--- src/rtl/vga_pkg.sv ---
// Shared VGA timing package: default 800x600@60 (40 MHz) timing constants,
// the counter type, and a window helper reused by downstream draw stages.
package vga_pkg;

  localparam int CNT_W = 11;
  typedef logic [CNT_W-1:0] cnt_t;

  // Horizontal timing in pixels
  localparam int VGA_H_ACTIVE = 800;
  localparam int VGA_H_FP     = 40;
  localparam int VGA_H_SYNC   = 128;
  localparam int VGA_H_BP     = 88;
  localparam int VGA_H_TOTAL  = VGA_H_ACTIVE + VGA_H_FP + VGA_H_SYNC + VGA_H_BP;

  // Vertical timing in lines
  localparam int VGA_V_ACTIVE = 600;
  localparam int VGA_V_FP     = 1;
  localparam int VGA_V_SYNC   = 4;
  localparam int VGA_V_BP     = 23;
  localparam int VGA_V_TOTAL  = VGA_V_ACTIVE + VGA_V_FP + VGA_V_SYNC + VGA_V_BP;

  // True when lo <= x < hi
  function automatic logic in_window(cnt_t x, cnt_t lo, cnt_t hi);
    return (x >= lo) && (x < hi);
  endfunction

endpackage

--- src/rtl/vga_timing.sv ---
// VGA timing generator: free-running H/V counters with sync, blanking and
// frame-start flags. Flags are derived from the next-state counts so that
// every registered output describes the count values on the same cycle.
module vga_timing
  import vga_pkg::*;
#(
  parameter int H_ACTIVE = VGA_H_ACTIVE,
  parameter int H_FP     = VGA_H_FP,
  parameter int H_SYNC   = VGA_H_SYNC,
  parameter int H_BP     = VGA_H_BP,
  parameter int V_ACTIVE = VGA_V_ACTIVE,
  parameter int V_FP     = VGA_V_FP,
  parameter int V_SYNC   = VGA_V_SYNC,
  parameter int V_BP     = VGA_V_BP
) (
  input  logic        pclk,
  input  logic        rst,
  output logic [10:0] hcount_out,
  output logic [10:0] vcount_out,
  output logic        hsync_out,
  output logic        vsync_out,
  output logic        hblnk_out,
  output logic        vblnk_out,
  output logic        frame_start_out
);

  // Window boundaries, all fit comfortably in 11 bits
  localparam cnt_t H_ACT_END  = cnt_t'(H_ACTIVE);
  localparam cnt_t H_SYNC_LO  = cnt_t'(H_ACTIVE + H_FP);
  localparam cnt_t H_SYNC_HI  = cnt_t'(H_ACTIVE + H_FP + H_SYNC);
  localparam cnt_t H_LAST     = cnt_t'(H_ACTIVE + H_FP + H_SYNC + H_BP - 1);
  localparam cnt_t V_ACT_END  = cnt_t'(V_ACTIVE);
  localparam cnt_t V_SYNC_LO  = cnt_t'(V_ACTIVE + V_FP);
  localparam cnt_t V_SYNC_HI  = cnt_t'(V_ACTIVE + V_FP + V_SYNC);
  localparam cnt_t V_LAST     = cnt_t'(V_ACTIVE + V_FP + V_SYNC + V_BP - 1);

  cnt_t hcount_q, hcount_d;
  cnt_t vcount_q, vcount_d;
  logic hsync_q, hsync_d;
  logic vsync_q, vsync_d;
  logic hblnk_q, hblnk_d;
  logic vblnk_q, vblnk_d;
  logic frame_start_q, frame_start_d;
  logic h_wrap, v_last;

  // Next-state counts and the flags that will accompany them
  always_comb begin
    h_wrap   = (hcount_q == H_LAST);
    v_last   = (vcount_q == V_LAST);
    hcount_d = h_wrap ? '0 : hcount_q + cnt_t'(1);
    vcount_d = vcount_q;
    if (h_wrap) begin
      vcount_d = v_last ? '0 : vcount_q + cnt_t'(1);
    end
    hblnk_d       = (hcount_d >= H_ACT_END);
    hsync_d       = in_window(hcount_d, H_SYNC_LO, H_SYNC_HI);
    vblnk_d       = (vcount_d >= V_ACT_END);
    vsync_d       = in_window(vcount_d, V_SYNC_LO, V_SYNC_HI);
    // Only a genuine wrap from the last pixel of the last line starts a frame
    frame_start_d = h_wrap && v_last;
  end

  // Counter and flag registers, cleared asynchronously
  always_ff @(posedge pclk or posedge rst) begin
    if (rst) begin
      hcount_q      <= '0;
      vcount_q      <= '0;
      hsync_q       <= 1'b0;
      vsync_q       <= 1'b0;
      hblnk_q       <= 1'b0;
      vblnk_q       <= 1'b0;
      frame_start_q <= 1'b0;
    end else begin
      hcount_q      <= hcount_d;
      vcount_q      <= vcount_d;
      hsync_q       <= hsync_d;
      vsync_q       <= vsync_d;
      hblnk_q       <= hblnk_d;
      vblnk_q       <= vblnk_d;
      frame_start_q <= frame_start_d;
    end
  end

  assign hcount_out      = hcount_q;
  assign vcount_out      = vcount_q;
  assign hsync_out       = hsync_q;
  assign vsync_out       = vsync_q;
  assign hblnk_out       = hblnk_q;
  assign vblnk_out       = vblnk_q;
  assign frame_start_out = frame_start_q;

endmodule

--- config.mk ---
export PLATFORM = sky130hd
export DESIGN_NAME = vga_timing
export DESIGN_NICKNAME = d
export VERILOG_FILES = /design/src/rtl/vga_pkg.sv /design/src/rtl/vga_timing.sv
export SDC_FILE = /design/constraint.sdc
export NUM_CORES = 1
export LEC_CHECK = 0
export ABC_CLOCK_PERIOD_IN_PS = 2900
export BUFFER_PORTS_ARGS = -buffer_cell sky130_fd_sc_hd__buf_2
export CAP_MARGIN = 20
export CORE_MARGIN = 4
export CORE_UTILIZATION = 35
export CTS_CLUSTER_SIZE = 14
export DETAILED_ROUTE_END_ITERATION = 7
export PLACE_DENSITY_LB_ADDON = 0.25
export SKIP_LAST_GASP = 1
export SYNTH_ARGS = -nofsm -noshare
export SYNTH_HDL_FRONTEND = slang
export SYNTH_SLANG_ARGS = --single-unit
--- constraint.sdc ---
create_clock -name pclk -period 2.9 [get_ports pclk]
set_clock_uncertainty 0.05 [all_clocks]
set_input_delay 0.29 -clock pclk [delete_from_list [all_inputs] [get_ports pclk]]
set_output_delay 0.29 -clock pclk [all_outputs]
set_load 0.05 [all_outputs]
# After elaboration in Yosys (flattened, before gate mapping)
# Index checks and enable logic that the tools add are counted.
# W data, S select, Z words.
totals:
  ff_bits: 27
  inputBits: 2
  wordCells: 23
classes:
  add_sub_neg: 2
  n_lt_le_gt_ge: 6
  n_eq_ne: 2
  n_mux: 3
  n_reduce_logical: 3
ops:
  columns: ["op", "count"]
  rows:
  - ["$ge A11 B10 Y1 const B", 4]
  - ["$mux W11", 3]
  - ["$add A11 B1 Y11 const B", 2]
  - ["$lt A11 B10 Y1 const B", 2]
  - ["$eq A11 B10 Y1 const B", 1]
  - ["$eq A11 B11 Y1 const B", 1]
  - ["$logic_and A1 B1 Y1", 3]

# Logic depth before layout (Yosys ltp)
# Gate-level depths: netlist (run 1).
depth:
  depth_word: 5
  mapped_depth: 9

# Worst setup path after synthesis (run 1)
# OpenSTA, ideal clock, no wires.
synth_timing:
  path_type: "register -> register"
  start: "reg hcount_q[0], in the netlist hcount_out[0]"
  end: "reg vsync_q, in the netlist vsync_out"
  arrival_time_ns: 2.260
  required_ns: 2.755
  path_slack_ns: 0.495
  path_stages_with_launch: 9
  path_buffers: 1
  period_less_slack_ns: 2.405
  path_cell_list: "dfrtp_1 -> ha_1 -> and4_1 -> buf_6 -> nand3_2 -> nor4_2 -> xnor2_2 -> o2111ai_1 -> nor4b_2"
synth_via:
  elab_chain_cells: 4
  word_cells_on_any_way: 5
  classes_between: "order compare: 2; eq/ne: 1; mux: 1; reduce/logical: 1"
synth_lines:
  columns: ["item", "line_no", "source"]
  rows:
  - ["from (decl)", "vga_timing.sv:37", "cnt_t hcount_q, hcount_d;"]
  - ["from (signal assigned)", "vga_timing.sv:74", "hcount_q <= hcount_d;"]
  - ["$eq A11 B11 Y1 (*)", "vga_timing.sv:48", "h_wrap = (hcount_q == H_LAST);"]
  - ["$mux W11 (*)", "vga_timing.sv:52", "if (h_wrap) begin"]
  - ["$ge A11 B10 Y1 or $lt A11 B10 Y1 (tied branches)", "vga_pkg.sv:24", "return (x >= lo) && (x < hi);"]
  - ["$logic_and A1 B1 Y1 (*)", "vga_pkg.sv:24", null]
  - ["net vsync_d", "vga_timing.sv:40", "logic vsync_q, vsync_d;"]
  - ["to (signal assigned)", "vga_timing.sv:77", "vsync_q <= vsync_d;"]
  - ["to (decl)", "vga_timing.sv:40", null]
# Mark *: on every way through the listed nets, which the timed path passes. The rest lies on a longest branch.

# Final worst setup path (run 1)
layout_timing:
  start: "reg hcount_q[0], in the netlist hcount_out[0]"
  end: "reg vsync_q, in the netlist vsync_out"
layout_via:
  elab_chain_cells: 4
  word_cells_on_any_way: 5
  classes_between: "order compare: 2; eq/ne: 1; mux: 1; reduce/logical: 1"
layout_lines:
  columns: ["item", "line_no", "source"]
  rows:
  - ["$eq A11 B11 Y1 (*)", "vga_timing.sv:48", null]
  - ["$mux W11 (*)", "vga_timing.sv:52", null]
  - ["net vcount_d[2]", "vga_timing.sv:38", "cnt_t vcount_q, vcount_d;"]
  - ["$ge A11 B10 Y1 or $lt A11 B10 Y1 (tied branches)", "vga_pkg.sv:24", null]
  - ["$logic_and A1 B1 Y1 (*)", "vga_pkg.sv:24", null]
  - ["net vsync_d", "vga_timing.sv:40", null]
# Marked as above.

==> flow_metrics.env, run 1 <==
export IMPL_status="finished, final reports clean"
export IMPL_period_share_pct=81.09
export IMPL_synth_top_area_share_pct=44.19
export IMPL_grt_overflow_total=0
export IMPL_first_global_vias=1218
export IMPL_tightest_slew_ps=581.1
export IMPL_start_util_pct=37.15
export IMPL_p_leak_uw=0.0008740
export IMPL_cts_sinks=27
export IMPL_first_iter_violations=82
export IMPL_drc=0
export IMPL_tns_ps=0
export IMPL_vias=1202
export IMPL_period_needed_ps=2352
export IMPL_insertion_delay_ps=270
export IMPL_io_pin_count=29
export IMPL_worst_setup_path_end_kind="flip-flop"
export IMPL_final_util_pct=42.14
export IMPL_nFillCells=417
export IMPL_drive_gt1_share_pct=26.26
export IMPL_ys_top_cells_by_area="dfrtp_1, xnor2_1, xor2_1"
export IMPL_numPortBuffers=28
export IMPL_grt_pass1_wl_um=5796
export IMPL_grt_start_max_net_pins=28
export IMPL_syn_cell_area_um2=1529
export IMPL_grt_use_total_pct=13.31
export IMPL_drt_vias_per_instance=5.249
export IMPL_synth_enable_flop_cells=0
export IMPL_finalSetupViolCount=0
export IMPL_ctsHoldBuffers=0
export IMPL_synth_top_cells_by_count="dfrtp_1, nand2_1, nand3_1, nor2_1, inv_1"
export IMPL_syn_to_final_growth_pct=13.42
export IMPL_max_slew_margin_rel_pct=61.22
export IMPL_yosysSeqAreaShare_pct=44.19
export IMPL_fin_nets=184
export IMPL_gp_congestion=0.8304
export IMPL_ys_seq_elements=27
export IMPL_cts_setup_buffers=0
export IMPL_die_area_um2=5490
export IMPL_synthMostInstantiatedCell="dfrtp_1"
export IMPL_wl_per_cell_um=14.71
export IMPL_hpwl_um=2458
export IMPL_die_height_um=74.10
export IMPL_cts_root_buf="clkbuf_8"
export IMPL_synth_cell_type_count=43
export IMPL_cp_max_fo=10
export IMPL_rsz0062_at_grt="no"
export IMPL_ant_nets=0
export IMPL_fmax_mhz=425.2
export IMPL_drv_cap=0
export IMPL_cp_arrival_ps=2490
export IMPL_rr_worst_depth=7
export IMPL_ctsResizeCount=0
export IMPL_ys_flop_type="dfrtp_1"
export IMPL_clk_pin_slew_ps=90
export IMPL_tritoncts_num_buffers=3
export IMPL_clock_path_buffers=2
export IMPL_worstPathRequired_ps=3040
export IMPL_rows=23
export IMPL_dr_pass1_iters=5
export IMPL_final_max_slew_viol_count=0
export IMPL_critPathLaunchType="flip-flop"
export IMPL_antenna_found_initial=0
export IMPL_hold_viol_final=0
export IMPL_die_w_um=74.10
export IMPL_p_per_area_nw_per_um2=347.5
export IMPL_synth_async_reset_ratio_pct=100.0
export IMPL_peakVddDrop_v=0.0003223
export IMPL_cts_tree="yes"
export IMPL_yosys_warnings=0
export IMPL_syn_nets=156
export IMPL_htreeDepth=1
export IMPL_core_area_um2=4115
export IMPL_hp_class="input port to asynchronous set/reset pin"
export IMPL_antennaDiodeCount=0
export IMPL_finalWirelength_um=3368
export IMPL_syn_instance_count=152
export IMPL_synth_top_cell_by_area="dfrtp_1"
export IMPL_critPathKind="flip-flop to flip-flop"
export IMPL_avgSynthCellArea_um2=10.06
[power by group]
group	internal, uW	switching, uW	leakage [uW]
clock	96.3	120	0.0000255
sequential	376	0	0.000363
combinational	2.39	7.88	0.000486
total	475	128	0.000874
[critical path, cell delays in order (launching register included)]
cell and delay [ps]:
dfrtp_1 420, ha_1 250, and4_1 430, and3_1 350
nand2_1 110, mux2_4 310, xnor2_1 140, nor4b_2 200
[placed cells by master, fill, tap and decap left out, types with 4 or more instances in the layout]
master / netlist / routed
nand4_1: 4 / 4
and3_1: 5 / 5
o21ai_0: 5 / 5
xnor2_1: 7 / 7
nor3_1: 4 / 4
buf_2: 1 / 28
nand3_1: 11 / 11
nand2_1: 13 / 13
dfrtp_1: 27 / 27
a21oi_1: 7 / 7
xor2_1: 7 / 7
nor2_1: 11 / 11
inv_1: 9 / 9
[final cells by class]
class / instances / area [um2] / share of cell area, %
multi-input cells: 109 / 753.2 / 43.43
flip-flops and latches: 27 / 675.6 / 38.96
repair buffers: 30 / 162.7 / 9.380
well taps: 50 / 62.56 / 3.608
clock buffers: 3 / 41.29 / 2.381
inverters: 9 / 33.78 / 1.948
clock inverters: 1 / 5.005 / 0.2886
[logic make-up (layout without fill, tap and decap cells)]
| family | Yosys count | after routing | synth area share, % |
|---|---|---|---|
| AND/OR/NAND/NOR | 65 | 65 | 26.19 |
| buffers and inverters | 16 | 43 | 6.546 |
| XOR/XNOR | 16 | 16 | 10.15 |
| flip-flops | 27 | 27 | 44.19 |
| adder cells (fa/ha/maj) | 2 | 2 | 1.636 |
| multiplexers | 1 | 1 | 0.9817 |
| AO/OA/AOI/OAI | 25 | 25 | 10.31 |
[sequential cells by signal (all words and copies together), names as in the netlist]
register / cells
frame_start_out: 1
hblnk_out: 1
hcount_out: 11
hsync_out: 1
vblnk_out: 1
vcount_out: 11
vsync_out: 1
[path summary, 6_finish.rpt]
path | startpoint | slack, ps | end
max in group asynchronous | rst | 2290 | frame_start_out$_DFF_PP0_
min in group pclk | hcount_out[0]$_DFF_PP0_ | 470 | hcount_out[0]$_DFF_PP0_
hold reg to reg | hcount_out[0]$_DFF_PP0_ | 470 | hcount_out[0]$_DFF_PP0_
hold / removal | rst | 7 | vcount_out[1]$_DFF_PP0_
setup / recovery | hcount_out[0]$_DFF_PP0_ | 550 | vsync_out$_DFF_PP0_
setup reg to reg | hcount_out[0]$_DFF_PP0_ | 550 | vsync_out$_DFF_PP0_
[through the flow]
stage	worst slack (ps)	area, um2	std cells	power, uW	hold slack (ps)
2_1_floorplan	494.6	1529	152	389.2	292.7
5_1_grt	388.7	1734	229	631.8	52.69
6_report	548.3	1734	229	602.6	7.458
4_1_cts	537.9	1719	228	610.4	248.1
3_3_place_gp	685.8	1673	224	392.1	442.5
3_5_place_dp	566.3	1673	224	392.5	461.4
[metal layers]
layer / routed length (um) / GRT usage [%] / up-vias
met2: 1588 / 22.64 / 35
li1: - / - / 590
met4: 19 / 2.213 / 0
met5: 0 / 0 / -
met1: 1589 / 17.17 / 575
met3: 171 / 3.649 / 2
Note: power is estimated with default switching activity, not from simulation.
==> run 2: changes to the inputs <==
Settings changed: ABC_AREA set to 1, ABC_CLOCK_PERIOD_IN_PS 2900 to 2400.
Clock period 2.9 ns to 2.4 ns, I/O delays scaled along.
==> flow_metrics.env, run 2 <==
export IMPL_nFillCells=488
export IMPL_status="finished, final reports clean"
export IMPL_rows=24
export IMPL_fmax_mhz=465.8
export IMPL_antennaDiodeCount=0
export IMPL_avgSynthCellArea_um2=7.262
export IMPL_numPortBuffers=28
export IMPL_critical_path_slowest_cell="dfrtp_1"
export IMPL_insertion_delay_ps=280
export IMPL_die_area_um2=5686
export IMPL_p_sw_uw=166.8
export IMPL_cts_root_buf="clkbuf_8"
export IMPL_syn_instance_count=219
export IMPL_grt_overflow_total=0
export IMPL_synth_top_area_share_pct=42.49
export IMPL_cp_cell_sequence="ha_1 > nand4_4 > nor2_4 > inv_1 > o21ai_0 > nand3_1 > nor2_1 > nand3_1 > nand2_1 > nor2_1"
export IMPL_core_area_um2=4384
export IMPL_cts_setup_buffers=0
export IMPL_synth_top_cell_by_area="dfrtp_1"
export IMPL_critPathLaunchType="flip-flop"
export IMPL_swShare_pct=22.47
export IMPL_p_per_area_nw_per_um2=401.3
export IMPL_ctsResizeCount=0
export IMPL_vias=1490
export IMPL_yosysSeqAreaShare_pct=42.49
export IMPL_max_stage_delay_ps=440
export IMPL_met2_usage_pct=24.45
export IMPL_period_needed_ps=2147
export IMPL_cp_max_fo=15
export IMPL_rsz0062_at_grt="no"
export IMPL_pre_cts_ws_ps=274.7
export IMPL_synth_cell_type_count=24
export IMPL_drive_gt1_share_pct=16.67
export IMPL_die_w_um=75.41
export IMPL_first_global_vias=1461
export IMPL_worst_setup_path_end_kind="flip-flop"
export IMPL_start_util_pct=36.27
export IMPL_clock_path_buffers=2
export IMPL_hold_slack_ps=494.4
export IMPL_hpwl_um=3049
export IMPL_worstPathRequired_ps=2530
export IMPL_clk_pin_slew_ps=110
export IMPL_peakVddDrop_v=0.0001759
export IMPL_io_pin_count=29
export IMPL_ant_nets=0
export IMPL_rr_worst_depth=10
export IMPL_tritoncts_num_buffers=3
export IMPL_drc=0
export IMPL_final_common_cell="nand2_1"
export IMPL_yosys_warnings=0
export IMPL_pwr_share_comb_pct=1.6
export IMPL_ys_seq_elements=27
export IMPL_critPathKind="flip-flop to flip-flop"
export IMPL_max_slew_margin_rel_pct=74.55
export IMPL_total_power_uw=742.5
export IMPL_drt_vias_per_instance=4.901
export IMPL_most_common_layout_cells="nand2_1, inv_1, buf_2"
export IMPL_tns_ps=0
export IMPL_synth_top_cells_by_count="nand2_1, inv_1, dfrtp_1"
export IMPL_dr_pass1_iters=4
export IMPL_htreeDepth=1
export IMPL_cts_sinks=27
export IMPL_die_height_um=75.41
export IMPL_synthMostInstantiatedCell="nand2_1"
export IMPL_first_iter_violations=89
export IMPL_grt_util_met3_pct=2.902
export IMPL_final_max_slew_viol_count=0
export IMPL_wl_per_cell_um=12.74
export IMPL_gr_max_usage_layer="met2"
export IMPL_syn_cell_area_um2=1590
export IMPL_grt_pass1_wl_um=6541
export IMPL_p_clk_share_pct=37.2
export IMPL_tightest_slew_ps=377.8
export IMPL_grtUsageMet1_pct=19.29
export IMPL_finalSetupViolCount=0
export IMPL_p_seq_share_pct=61.2
export IMPL_gp_congestion=0.8614
export IMPL_p_leak_uw=0.001023
export IMPL_cp_arrival_ps=2280
export IMPL_fin_nets=257
export IMPL_p_int_uw=575.7
export IMPL_period_share_pct=89.46
export IMPL_drv_cap=0
export IMPL_grt_start_max_net_pins=28
export IMPL_hold_viol_final=0
export IMPL_syn_to_final_growth_pct=16.36
export IMPL_synth_enable_flop_cells=0
export IMPL_antenna_found_initial=0
export IMPL_synth_async_reset_ratio_pct=100.0
export IMPL_syn_nets=223
export IMPL_cts_tree="yes"
export IMPL_grt_use_total_pct=14.85
export IMPL_worst_slack_ps=252.9
export IMPL_hold_depth=1
export IMPL_ys_top_cells_by_area="dfrtp_1, nand2_1, inv_1"
export IMPL_hp_class="flip-flop to flip-flop"
export IMPL_finalWirelength_um=3873
export IMPL_ys_flop_type="dfrtp_1"
## run 2: changes by cell type after synthesis, moves of 3 or more
cell / before / now
buf_6: 5 / 1
xor2_1: 7 / 3
and3_1: 5 / 0
a31oi_1: 3 / 0
nor3_1: 4 / 10
nand4_1: 4 / 7
nor2_1: 11 / 26
nand2_1: 13 / 59
inv_1: 9 / 36
o21ai_0: 5 / 9
xnor2_1: 7 / 1
a21oi_1: 7 / 1
nand3_1: 11 / 25
## run 2: kinds of logic (layout without fill, tap and decap cells)
group / count (synthesis) / count (layout) / synth area share, %
compound gates: 12 / 12 / 4.170
xor+xnor: 4 / 4 / 2.203
fa+ha+maj: 2 / 2 / 1.573
buf+inv: 37 / 70 / 9.205
flops: 27 / 27 / 42.49
simple gates: 137 / 137 / 40.36
## run 2: critical path: cells and delay by family (launching register included)
family,cells,cell delay (ps)
flip-flops,1,440
adder cells (fa/ha/maj),1,280
AND/OR/NAND/NOR,7,940
AO/OA/AOI/OAI,1,170
buffers and inverters,1,160
## run 2: routing by layer
metal,up-vias,part of all wire (%)
met5,-,0
met4,0,2.6
met3,11,4.2
met2,33,46
met1,675,47
li1,771,-
## run 2: stage by stage
stage	cells	utilization (%)	cell area [um2]
final	304	42.21	1851
after global routing	304	42.21	1851
after CTS	304	42.21	1851
after detailed placement	299	40.87	1792
after global placement	299	40.87	1792
after floorplan	219	-	1590
## run 2: repair_timing
| action | 4_1_cts | 5_1_grt |
|---|---|---|
| hold buffers | 1 | 0 |
| endpoints found under the hold margin | 27 | 0 |
| endpoints found under the setup margin | 0 | 1 |
## run 2: power by group through the flow
stage	combinational [uW]	sequential (uW)	clock, uW
global route	14.2	455	302
finish	11.9	455	276
global placement	11.5	464	0
detailed placement	11.9	464	0
floorplan	6.75	464	0
CTS	12.8	455	281
## run 2: area by class of cell
class | instances | area, um2 | area share, %
Clock buffer | 3 | 41.29 | 2.231
Clock inverter | 1 | 7.507 | 0.4057
Timing Repair Buffer | 30 | 157.7 | 8.519
Inverter | 36 | 135.1 | 7.302
Sequential cell | 27 | 675.6 | 36.51
Tap cell | 52 | 65.06 | 3.516
Multi-Input combinational cell | 155 | 768.2 | 41.51
## run 2: worst paths after layout
path,to,slack (ps),from
hold reg to reg,hcount_out[0]$_DFF_PP0_,490,hcount_out[0]$_DFF_PP0_
setup / recovery,vsync_out$_DFF_PP0_,250,hcount_out[0]$_DFF_PP0_
hold / removal,hcount_out[0]$_DFF_PP0_,490,hcount_out[0]$_DFF_PP0_
max in group asynchronous,vsync_out$_DFF_PP0_,1540,rst
min in group asynchronous,hcount_out[5]$_DFF_PP0_,510,rst
setup reg to reg,vsync_out$_DFF_PP0_,250,hcount_out[0]$_DFF_PP0_
==> run 3: changes to the inputs <==
Settings changed: CORE_ASPECT_RATIO set to 1.25.
==> flow_metrics.env, run 3 (synthesis results as in run 2) <==
export IMPL_pwr_share_comb_pct=1.6
export IMPL_p_sw_uw=159.9
export IMPL_cp_max_fo=7
export IMPL_worstPathRequired_ps=2520
export IMPL_grt_use_total_pct=15.58
export IMPL_max_slew_margin_rel_pct=73.81
export IMPL_drv_cap=0
export IMPL_p_leak_uw=0.001045
export IMPL_hpwl_um=3177
export IMPL_hold_slack_ps=481.7
export IMPL_p_int_uw=575.2
export IMPL_hold_viol_final=0
export IMPL_htreeDepth=1
export IMPL_gp_congestion=0.8933
export IMPL_final_max_slew_viol_count=0
export IMPL_critPathKind="flip-flop to flip-flop"
export IMPL_die_area_um2=5693
export IMPL_worst_setup_path_end_kind="flip-flop"
export IMPL_syn_to_final_growth_pct=18.73
export IMPL_start_util_pct=36.21
export IMPL_dr_pass1_iters=4
export IMPL_ant_nets=0
export IMPL_worst_slack_ps=275.5
export IMPL_tns_ps=0
export IMPL_most_common_layout_cells="nand2_1, inv_1, buf_2"
export IMPL_p_clk_share_pct=36.6
export IMPL_core_area_um2=4392
export IMPL_hp_class="flip-flop to flip-flop"
export IMPL_first_iter_violations=127
export IMPL_ctsResizeCount=0
export IMPL_max_stage_delay_ps=440
export IMPL_nFillCells=472
export IMPL_numPortBuffers=28
export IMPL_cts_tree="yes"
export IMPL_drive_gt1_share_pct=17.97
export IMPL_clock_path_buffers=2
export IMPL_drc=0
export IMPL_cts_root_buf="clkbuf_8"
export IMPL_die_height_um=83.37
export IMPL_final_common_cell="nand2_1"
export IMPL_fin_nets=261
export IMPL_period_needed_ps=2125
export IMPL_cp_cell_sequence="ha_1 > nand2_1 > nor2_1 > nand3_1 > nor2_4 > nand3_1 > o21ai_0 > nor2_1 > nor2_1 > nand3_1 > nand2_1 > nor2_1"
export IMPL_postPlaceCellArea_um2=1799
export IMPL_finalSetupViolCount=0
export IMPL_path_buf_inv=0
export IMPL_critical_path_slowest_cell="dfrtp_1"
export IMPL_first_global_vias=1509
export IMPL_cp_arrival_ps=2250
export IMPL_swShare_pct=21.75
export IMPL_rows=27
export IMPL_grt_overflow_total=0
export IMPL_critPathLaunchType="flip-flop"
export IMPL_peakVddDrop_v=0.0001572
export IMPL_finalWirelength_um=4026
export IMPL_vias=1511
export IMPL_cts_sinks=27
export IMPL_tightest_slew_ps=388.8
export IMPL_path_common_cell="nor2_1"
export IMPL_fin_area_um2=1888
export IMPL_tritoncts_num_buffers=3
export IMPL_io_pin_count=29
export IMPL_period_share_pct=88.52
export IMPL_antennaDiodeCount=0
export IMPL_rsz0062_at_grt="no"
export IMPL_die_w_um=68.29
export IMPL_area_sequential_um2=675.6
export IMPL_multi_input_area_um2=768.2
export IMPL_grt_start_max_net_pins=28
export IMPL_fmax_mhz=470.7
export IMPL_grt_pass1_wl_um=6865
export IMPL_total_power_uw=735.1
export IMPL_wl_per_cell_um=12.82
export IMPL_pre_cts_ws_ps=247.4
export IMPL_p_seq_share_pct=61.8
export IMPL_insertion_delay_ps=270
export IMPL_clk_pin_slew_ps=100
export IMPL_drt_vias_per_instance=4.812
export IMPL_p_per_area_nw_per_um2=389.3
export IMPL_antenna_found_initial=0
export IMPL_cp_top_family="simple AND/OR/NAND/NOR gates"
export IMPL_status="finished, final reports clean"
[run 3: stage by stage]
step           util (%)  instances
2_1_floorplan         -        219
3_3_place_gp      40.97        305
3_5_place_dp      40.97        305
4_1_cts           42.31        310
5_1_grt           42.99        314
6_report          42.99        314
[run 3: worst reg2reg max path, delay by kind of cell (launching register included)]
kind,cells,cell delay [ps]
AND/OR/NAND/NOR,10,1100
flip-flops,1,440
adder cells (fa/ha/maj),1,280
AO/OA/AOI/OAI,1,170
[run 3: final cells by class]
class	instances	share of cell area [%]
Clock buffer	3	2.187
Clock inverter	1	0.3976
Inverter	36	7.157
Multi-Input combinational cell	155	40.69
Sequential cell	27	35.79
Tap cell	58	3.844
Timing Repair Buffer	34	9.940
[run 3: power groups by stage]
stage	clock network, uW	registers [uW]	logic (uW)
5_1_grt	298	455	14.7
2_1_floorplan	0	464	6.75
4_1_cts	277	455	12.8
3_3_place_gp	0	464	11.5
6_report	269	455	11.8
3_5_place_dp	0	464	11.6
[run 3: what timing repair did]
| item | 4_1_cts | 5_1_grt |
|---|---|---|
| endpoints found under the setup margin | 0 | 1 |
| setup buffers | 0 | 4 |
| hold endpoints to repair | 27 | 0 |
| hold buffers | 1 | 0 |
[run 3: path summary, 6_finish.rpt]
| kind | start | end | slack (ps) | cells past startpoint |
|---|---|---|---|---|
| setup / recovery | hcount_out[0]$_DFF_PP0_ | vsync_out$_DFF_PP0_ | 280 | 12 |
| hold / removal | hcount_out[0]$_DFF_PP0_ | hcount_out[0]$_DFF_PP0_ | 480 | 1 |
| setup reg to reg | hcount_out[0]$_DFF_PP0_ | vsync_out$_DFF_PP0_ | 280 | 12 |
| hold reg to reg | hcount_out[0]$_DFF_PP0_ | hcount_out[0]$_DFF_PP0_ | 480 | 1 |
| max in group asynchronous | rst | hcount_out[5]$_DFF_PP0_ | 1540 | 4 |
| min in group asynchronous | rst | vcount_out[8]$_DFF_PP0_ | 510 | 4 |
[run 3: per-layer routing]
metal  part of all wire [%]  GRT usage, %
met5                      0             0
met4                    2.4         6.148
met3                    5.5         2.706
met2                     50         25.79
met1                     42         19.44
